==> src/rtl/crc_pkg.sv <==
// Shared types and constants for the serial CRC-8 scheduler and its LFSR core.
package crc_pkg;

  typedef enum logic [1:0] {
    IDLE,
    SHIFT,
    DONE
  } state_t;

  localparam int CRC_W = 8;
  localparam logic [CRC_W-1:0] CRC8_POLY = 8'h07;

  // One bit-serial LFSR step; the x^8 term is implicit in the feedback tap.
  function automatic logic [CRC_W-1:0] crc8_step(input logic [CRC_W-1:0] lfsr,
                                                 input logic             bit_in,
                                                 input logic [CRC_W-1:0] poly);
    return {lfsr[CRC_W-2:0], bit_in} ^ (lfsr[CRC_W-1] ? poly : '0);
  endfunction

endpackage

==> src/rtl/crc8_serial_core.sv <==
// Bit-serial CRC-8 LFSR: one message bit per enabled cycle, cleared on clr.
module crc8_serial_core
  import crc_pkg::*;
(
  input  logic             CLK,
  input  logic             RST,
  input  logic             clr,
  input  logic             en,
  input  logic             bit_in,
  input  logic [CRC_W-1:0] POLY,
  output logic [CRC_W-1:0] lfsr
);

  always_ff @(posedge CLK) begin
    if (!RST || clr) begin
      lfsr <= '0;
    end else if (en) begin
      lfsr <= crc8_step(lfsr, bit_in, POLY);
    end
  end

endmodule

==> src/rtl/crc_serial_sched.sv <==
// Round-robin scheduler sharing one serial CRC-8 core between two requesters.
module crc_serial_sched
  import crc_pkg::*;
#(
  parameter int               DW   = 32,
  parameter logic [CRC_W-1:0] POLY = CRC8_POLY
) (
  input  logic                CLK,
  input  logic                RST,
  input  logic [1:0]          req_valid,
  output logic [1:0]          req_ready,
  input  logic [2*DW-1:0]     req_data,
  input  logic [1:0]          req_mode,
  input  logic [2*CRC_W-1:0]  req_crc,
  output logic                res_valid,
  input  logic                res_ready,
  output logic                res_id,
  output logic [CRC_W-1:0]    res_crc,
  output logic                res_err,
  output logic                busy
);

  localparam int SR_W  = DW + CRC_W;
  localparam int CNT_W = $clog2(DW + 9);
  localparam logic [CNT_W-1:0] LAST = CNT_W'(DW + 7);

  state_t            state;
  logic              prio;
  logic              mode;
  logic [SR_W-1:0]   sr;
  logic [CNT_W-1:0]  cnt;
  logic [CRC_W-1:0]  lfsr;
  logic [CRC_W-1:0]  crc_next;
  logic [1:0]        grant;
  logic              hs;
  logic              hs_id;
  logic [DW-1:0]     sel_data;
  logic [CRC_W-1:0]  sel_crc;
  logic              sel_mode;

  always_comb begin
    grant = 2'b00;
    if (!prio) begin
      if (req_valid[0])      grant = 2'b01;
      else if (req_valid[1]) grant = 2'b10;
    end else begin
      if (req_valid[1])      grant = 2'b10;
      else if (req_valid[0]) grant = 2'b01;
    end
  end

  assign req_ready = (state == IDLE) ? grant : 2'b00;
  assign hs        = |(req_valid & req_ready);
  assign hs_id     = req_ready[1];
  assign sel_data  = hs_id ? req_data[2*DW-1:DW] : req_data[DW-1:0];
  assign sel_crc   = hs_id ? req_crc[2*CRC_W-1:CRC_W] : req_crc[CRC_W-1:0];
  assign sel_mode  = req_mode[hs_id];

  // The final remainder must include the bit shifted on the last edge,
  // so the result is taken from the core's next value, not its register.
  assign crc_next = crc8_step(lfsr, sr[SR_W-1], POLY);

  crc8_serial_core u_core (
    .CLK    (CLK),
    .RST    (RST),
    .clr    (hs),
    .en     (state == SHIFT),
    .bit_in (sr[SR_W-1]),
    .POLY   (POLY),
    .lfsr   (lfsr)
  );

  always_ff @(posedge CLK) begin
    if (!RST) begin
      state     <= IDLE;
      prio      <= 1'b0;
      mode      <= 1'b0;
      cnt       <= '0;
      res_valid <= 1'b0;
      res_id    <= 1'b0;
      res_crc   <= '0;
      res_err   <= 1'b0;
      busy      <= 1'b0;
    end else begin
      unique case (state)
        IDLE: begin
          if (hs) begin
            sr     <= {sel_data, sel_mode ? sel_crc : {CRC_W{1'b0}}};
            mode   <= sel_mode;
            res_id <= hs_id;
            cnt    <= '0;
            prio   <= ~hs_id;
            busy   <= 1'b1;
            state  <= SHIFT;
          end
        end
        SHIFT: begin
          sr  <= {sr[SR_W-2:0], 1'b0};
          cnt <= cnt + 1'b1;
          if (cnt == LAST) begin
            res_crc   <= crc_next;
            res_err   <= mode & (|crc_next);
            res_valid <= 1'b1;
            state     <= DONE;
          end
        end
        DONE: begin
          if (res_ready) begin
            res_valid <= 1'b0;
            busy      <= 1'b0;
            state     <= IDLE;
          end
        end
        default: state <= IDLE;
      endcase
    end
  end

endmodule

==> config.mk <==
export PLATFORM = sky130hd
export DESIGN_NAME = crc_serial_sched
export DESIGN_NICKNAME = d
export VERILOG_FILES = /design/src/rtl/crc_pkg.sv /design/src/rtl/crc8_serial_core.sv /design/src/rtl/crc_serial_sched.sv
export SDC_FILE = /design/constraint.sdc
export NUM_CORES = 1
export LEC_CHECK = 0
export BUFFER_PORTS_ARGS = -buffer_cell sky130_fd_sc_hd__buf_2
export CAP_MARGIN = 20
export CORE_MARGIN = 5
export CORE_UTILIZATION = 40
export CTS_BUF_LIST = sky130_fd_sc_hd__clkbuf_4 sky130_fd_sc_hd__clkbuf_8 sky130_fd_sc_hd__clkbuf_16
export CTS_CLUSTER_DIAMETER = 60
export DETAILED_ROUTE_END_ITERATION = 16
export SYNTH_ARGS = -nofsm -noshare
export SYNTH_HDL_FRONTEND = slang
export SYNTH_SLANG_ARGS = --single-unit
==> constraint.sdc <==
create_clock -name CLK -period 5.9 [get_ports CLK]
set_clock_uncertainty 0.1 [all_clocks]
set_input_delay 0 -clock CLK [delete_from_list [all_inputs] [get_ports CLK]]
set_output_delay 0 -clock CLK [all_outputs]
set_load 0.01 [all_outputs]
* Yosys cells after proc, flatten, opt, wreduce, memory -nomap -nowiden *
Index checks and enable logic that the tools add are counted.

word-level totals
  bits in registers = 70
  word-level logic and storage cells = 63
  input port bits = 87
  output and inout bits = 14

operators by class
  bitwise operators = 4
  mux-type cells = 25
  add/sub/neg operators = 1
  eq/ne operators = 6
  magnitude comparators = 1
  reduce and logical (&&, ||, !) cells = 15

operator list
  cell                                                                          count
  40-bit one-hot mux with 2 select lines                                        1
  40-bit 2-to-1 mux                                                             1
  32-bit 2-to-1 mux                                                             1
  2-bit 2-to-1 mux                                                              8
  8-bit 2-to-1 mux                                                              2
  6-bit one-hot mux with 2 select lines                                         1
  3-bit AND reduction                                                           4
  8-bit OR reduction                                                            1
  8-bit bitwise XOR                                                             1
  6-bit by 1-bit adder with 6-bit output, second input constant                 1
  6-bit == test, second input constant                                          1
  1-bit 2-to-1 mux                                                              6
  6-bit 2-to-1 mux                                                              1
  2-bit one-hot mux with 3 select lines                                         1
  2-bit AND reduction                                                           3
  2-bit nonzero test                                                            3
  2-bit inequality test, second input constant                                  2
  1-bit one-hot mux with 2 select lines                                         2
  3-bit 2-to-1 mux                                                              1
  2-bit AND                                                                     1
  2-bit by 1-bit == test with 1-bit output, second input constant               1
  2-bit == test, second input constant                                          1
  2-bit logical NOT                                                             1
  1-bit by 2-bit less-than comparator with 1-bit output, second input constant  1
  6 further kinds                                                               6

* Depth between registers and ports, before layout *
  depth in word-level cells = 9
  depth in mapped cells = 6
  depth with buffers taken out = 5

* Hierarchy *
A second synthesis with hierarchy kept.

second synthesis, totals
  cell total of the unflattened synthesis = 386
  area, all modules = 3,609.7 um^2

modules (own cells, without submodules)
  module            cells an instance  area an instance (um^2)  times used
  crc_serial_sched  339                3,216.8                  1
  crc8_serial_core  47                 392.9                    1

* Worst setup path after synthesis *
OpenSTA, ideal clock, no wires.

  path kind = reg2reg
  start point = reg state[0]
  end point = reg sr[0], enable pin
  arrival time = 3,487 ps
  clock period less this slack = 4,083 ps
  cell stages (with the launch flop) = 3
  setup time = 495 ps
  setup slack = 1,817 ps
  cell sequence = dfxtp_1 -> nor3_1 -> nor3b_1

between the ends
  longest elaborated chain between the ends = 6
  elaborated cells on any way between the ends = 8
  classes of those cells = 2 x eq/ne; 1 x mux; 1 x bitwise; 4 x reduce/logical

RTL lines
  element                                                     line                                            RTL
  start, declared                                             crc_serial_sched.sv:27                          state_t state;
  start signal, assigned                                      crc_serial_sched.sv:75                          state <= IDLE;
  start signal, assigned                                      crc_serial_sched.sv:94                          state <= SHIFT;
  start signal, assigned                                      crc_serial_sched.sv:104                         state <= DONE;
  2-bit logical NOT                                           crc_serial_sched.sv:52, crc_serial_sched.sv:85
  2-bit 2-to-1 mux                                            crc_serial_sched.sv:52                          assign req_ready = (state == IDLE) ? grant : 2'b00;
  2-bit AND                                                   crc_serial_sched.sv:53                          assign hs = |(req_valid & req_ready);
  2-bit OR reduction                                          crc_serial_sched.sv:53
  2-bit by 1-bit inequality test with 1-bit output (no line)  n/a
  3-bit AND reduction (no line) *                             n/a
  end signal, assigned                                        crc_serial_sched.sv:88                          sr <= {sel_data, sel_mode ? sel_crc : {CRC_W{1'b0}}};
  end signal, assigned                                        crc_serial_sched.sv:98                          sr <= {sr[SR_W-2:0], 1'b0};
  end, declared                                               crc_serial_sched.sv:30                          logic [SR_W-1:0] sr;

Mark *: on every way between the ends. The rest lies on a longest branch, timed or not.
A chain may end at the register's enable or synchronous reset.

* Worst setup path after layout *
  start point = reg state[1]
  end point = reg sr[32] (data pin)

between the ends
  longest elaborated chain between the ends = 5
  elaborated cells on any way between the ends = 6
  classes of those cells = 1 x eq/ne; 4 x mux; 1 x reduce/logical

RTL lines
  element                                   line                                            RTL
  2-bit logical NOT                         crc_serial_sched.sv:52, crc_serial_sched.sv:85
  2-bit 2-to-1 mux                          crc_serial_sched.sv:52
  32-bit 2-to-1 mux                         crc_serial_sched.sv:55                          assign sel_data = hs_id ? req_data[2*DW-1:DW] : req_data[DW-1:0];
  40-bit 2-to-1 mux                         crc_serial_sched.sv:87                          if (hs) begin
  40-bit one-hot mux with 2 select lines *  crc_serial_sched.sv:85                          unique case (state)

Mark *: on every way between the ends. The rest lies on a longest branch, timed or not. The select of a mux whose other input is x is not followed.

==> metrics.md <==
| Metric | Value |
|---|---|
| Status | finished, violations left |
| Failing checks | negative hold slack |
| Critical Path Sink Type | flop |
| Resized Gates After CTS | 0 |
| Post-layout util | 61.28% |
| IO Port Bufs | 100 |
| Count leader, synth | o22ai_1 |
| Reg2Reg Depth | 6 |
| Syn_area_per_cell | 10.33 µm² |
| Seq cells post-synth | 70 |
| Worst IR drop on VDD | 0.1594 mV |
| Synth area leaders | edfxtp_1 (36%), dfxtp_1 (18%), o22ai_1 (12%) |
| Worst-margin pin slew | 896.2 ps |
| Yosys Warn Count | 0 |
| Dpl cell area | 3809 µm² |
| Routed WL | 9.694 mm |
| Rows | 33 |
| Nets | 585 |
| Post-Layout Cell Count | 607 |
| I/O pin total | 101 |
| Async S/R FF share, synth | 0% |
| H-Tree Depth | 3 |
| Sequential share of power | 46.6% |
| Slew Viols, Final | 0 |
| CP max FO | 42 |
| Via count | 3,254 |
| HP Class | primary input to flop |
| CTS clock-pin slew for the worst setup and hold paths | 80 ps |
| Syn Nets | 408 |
| Die Span Y | 100.9 µm |
| Mapped Cells | 320 |
| Initial antenna violation count | 0 |
| Wirelength per Cell | 15.97 µm |
| Clk pwr share | 33.2% |
| FMAX | 270.9 MHz |
| PwrDens | 246.7 nW/µm² |
| Period utilization | 62.57% |
| Vias in the first global route | 3,310 |
| Leak | 1.976 nW |
| CTS Hold Bufs | 93 |
| Yosys cell types | 39 |
| Sw power | 0.0003194 W |
| Worst rel slew slack | 40.04% |
| Worst hold slack | -0.3701 ps |
| Yosys top cell by area | edfxtp_1 |
| Die width | 100.9 µm |
| Largest net degree at the start of global routing | 43 |
| Final min period | 3692 ps |
| Final HPWL DP | 5.747 mm |
| CTS tree | built |
| GPL Wtd Cong | 0.7769 |
| Synthesized cell area | 3304 µm² |
| Number of DRC markers in iteration 0 | 185 |
| Clk sinks | 70 |
| Max cap viols | 0 |
| Post-synth top cells | o22ai_1 (65), a21oi_1 (41), edfxtp_1 (40) |
| Comb power frac | 20.2% |
| Setup TNS | 0 ps |
| Worst r2r dst | sr[32] |
| GR Util All Layers | 18.93% |
| Hold Crit Start | req_data[17] |
| Area share of the largest cell type after synthesis | 36.35% |
| Worst R2R Setup Slack | 2210 ps |
| Hold endpoint | sr[25] |
| Area Overhead vs Synth | 50.85% |
| Critical Path RT | 5890 ps |
| Clk root buf | clkbuf_8 |
| Startpoint Class | flop |
| Routed Antenna Nets | 0 |
| Final Hold Vio Count | 1 |
| Hold depth | 3 |
| Critical path type | flop to flop |
| Core area | 8134 µm² |
| Internal | 0.0009101 W |
| GRT overflow | 0 |
| Unrepaired setup endpoints after global routing | no |
| DR pass1 iterations | 5 |
| Die area | 10,180 µm² |
| Number of synthesized flops with an enable pin | 40 |
| Cells after DPL | 497 |
| Layout cells sized above 1 | 25.10% |
| DRC | 0 |
| Top_reg_cell synth | edfxtp_1 |
| Fin area | 4985 µm² |
| Clk Latency, worst-skew pair | 350 ps |
| Initial Util | 40.62% |
| RR Startpoint | state[1] |
| Max Root-Sink Buffers | 2 |
| Final setup viols | 0 |
| Global-route wire length before repair | 15.51 mm |
| Critical path arrival | 3680 ps |
| Switching Fraction | 25.98% |
| CTS Buf Count | 9 |
| Number of post-CTS setup repair buffers | 0 |
| Post-synthesis sequential area ratio | 54.52% |
| Antenna diode count | 0 |
| Via density | 5.361 |
-- final cells by class --
cell class	count	area, µm²
timing repair buffer	195	1466
sequential	70	1802
multi-input combinational	218	1356
tap	105	131.4
fill	687	3149
clock buffer	11	173.9
clock inverter	5	43.79
inverter	3	11.26
-- flip-flops by register name, indices dropped and copies added (netlist names) --
| signal | flops |
|---|---|
| res_err | 1 |
| res_crc | 8 |
| res_valid | 1 |
| sr | 40 |
| res_id | 1 |
| state | 2 |
| mode | 1 |
| u_core.lfsr | 8 |
| prio | 1 |
| busy | 1 |
| cnt | 6 |
-- cell usage in the layout (no fill, tap or decap), types with 3 or more instances in the layout --
master / n
o22ai_1: 65
and3_1: 8
inv_6: 3
buf_2: 100
o211a_1: 3
nor2b_1: 7
a221o_1: 7
nand2_1: 21
dfxtp_1: 30
xnor2_1: 7
o21ai_0: 6
nand3_1: 4
nor2_1: 9
a211oi_1: 4
edfxtp_1: 40
nor3_1: 4
dlygate4sd3_1: 93
mux2i_1: 6
o21a_1: 4
a21oi_1: 41
clkbuf_8: 9
-- cells by family after synthesis --
family          share of synthesized area (%)
compound gates                          25.41
flops                                   54.52
simple gates                            11.36
buf+inv                                 4.657
xor+xnor                                1.855
mux                                     1.818
fa+ha+maj                              0.3786
-- power groups by stage --
stage | registers, W | logic (W) | clock network, W
2_1_floorplan | 0.000580 | 0.000102 | 0
3_3_place_gp | 0.000583 | 0.000154 | 0
3_5_place_dp | 0.000583 | 0.000157 | 0
4_1_cts | 0.000572 | 0.000239 | 0.000419
5_1_grt | 0.000576 | 0.000272 | 0.000437
6_report | 0.000573 | 0.000248 | 0.000408
-- per-layer routing --
layer | wire, µm | vias to the layer above | track usage, %
met1 | 4247 | 1524 | 24.66
met4 | 106 | 0 | 6.237
li1 | - | 1606 | -
met5 | 0 | - | 0
met3 | 661 | 10 | 3.599
met2 | 4679 | 114 | 31.65
-- through the flow --
step | power (W) | setup WS [ps]
floorplan | 0.0006820 | 1817
global placement | 0.0007375 | 2953
detailed placement | 0.0007399 | 2926
CTS | 0.001231 | 2282
global route | 0.001285 | 2076
finish | 0.001230 | 2208
-- worst max-delay path, cell delays in order (launching register included) --
cell           delay [ps]
dfxtp_1               420
inv_2                 570
nand3_2               760
o22ai_1               340
dlygate4sd3_1         600
a21oi_1                70
dlygate4sd3_1         560
-- worst max path at each step --
| stage | slack, ps | endpoint | cells after the start | from |
|---|---|---|---|---|
| after floorplan | 1820 | sr[0] | 2 | state[0] |
| after global placement | 2950 | sr[2] | 4 | state[1] |
| after detailed placement | 2930 | sr[6] | 4 | state[1] |
| after CTS | 2280 | sr[11] | 6 | state[1] |
| after global routing | 2080 | sr[18] | 6 | state[1] |
| final | 2210 | sr[32] | 6 | state[1] |
No activity file was read; power rests on OpenSTA's default activity.
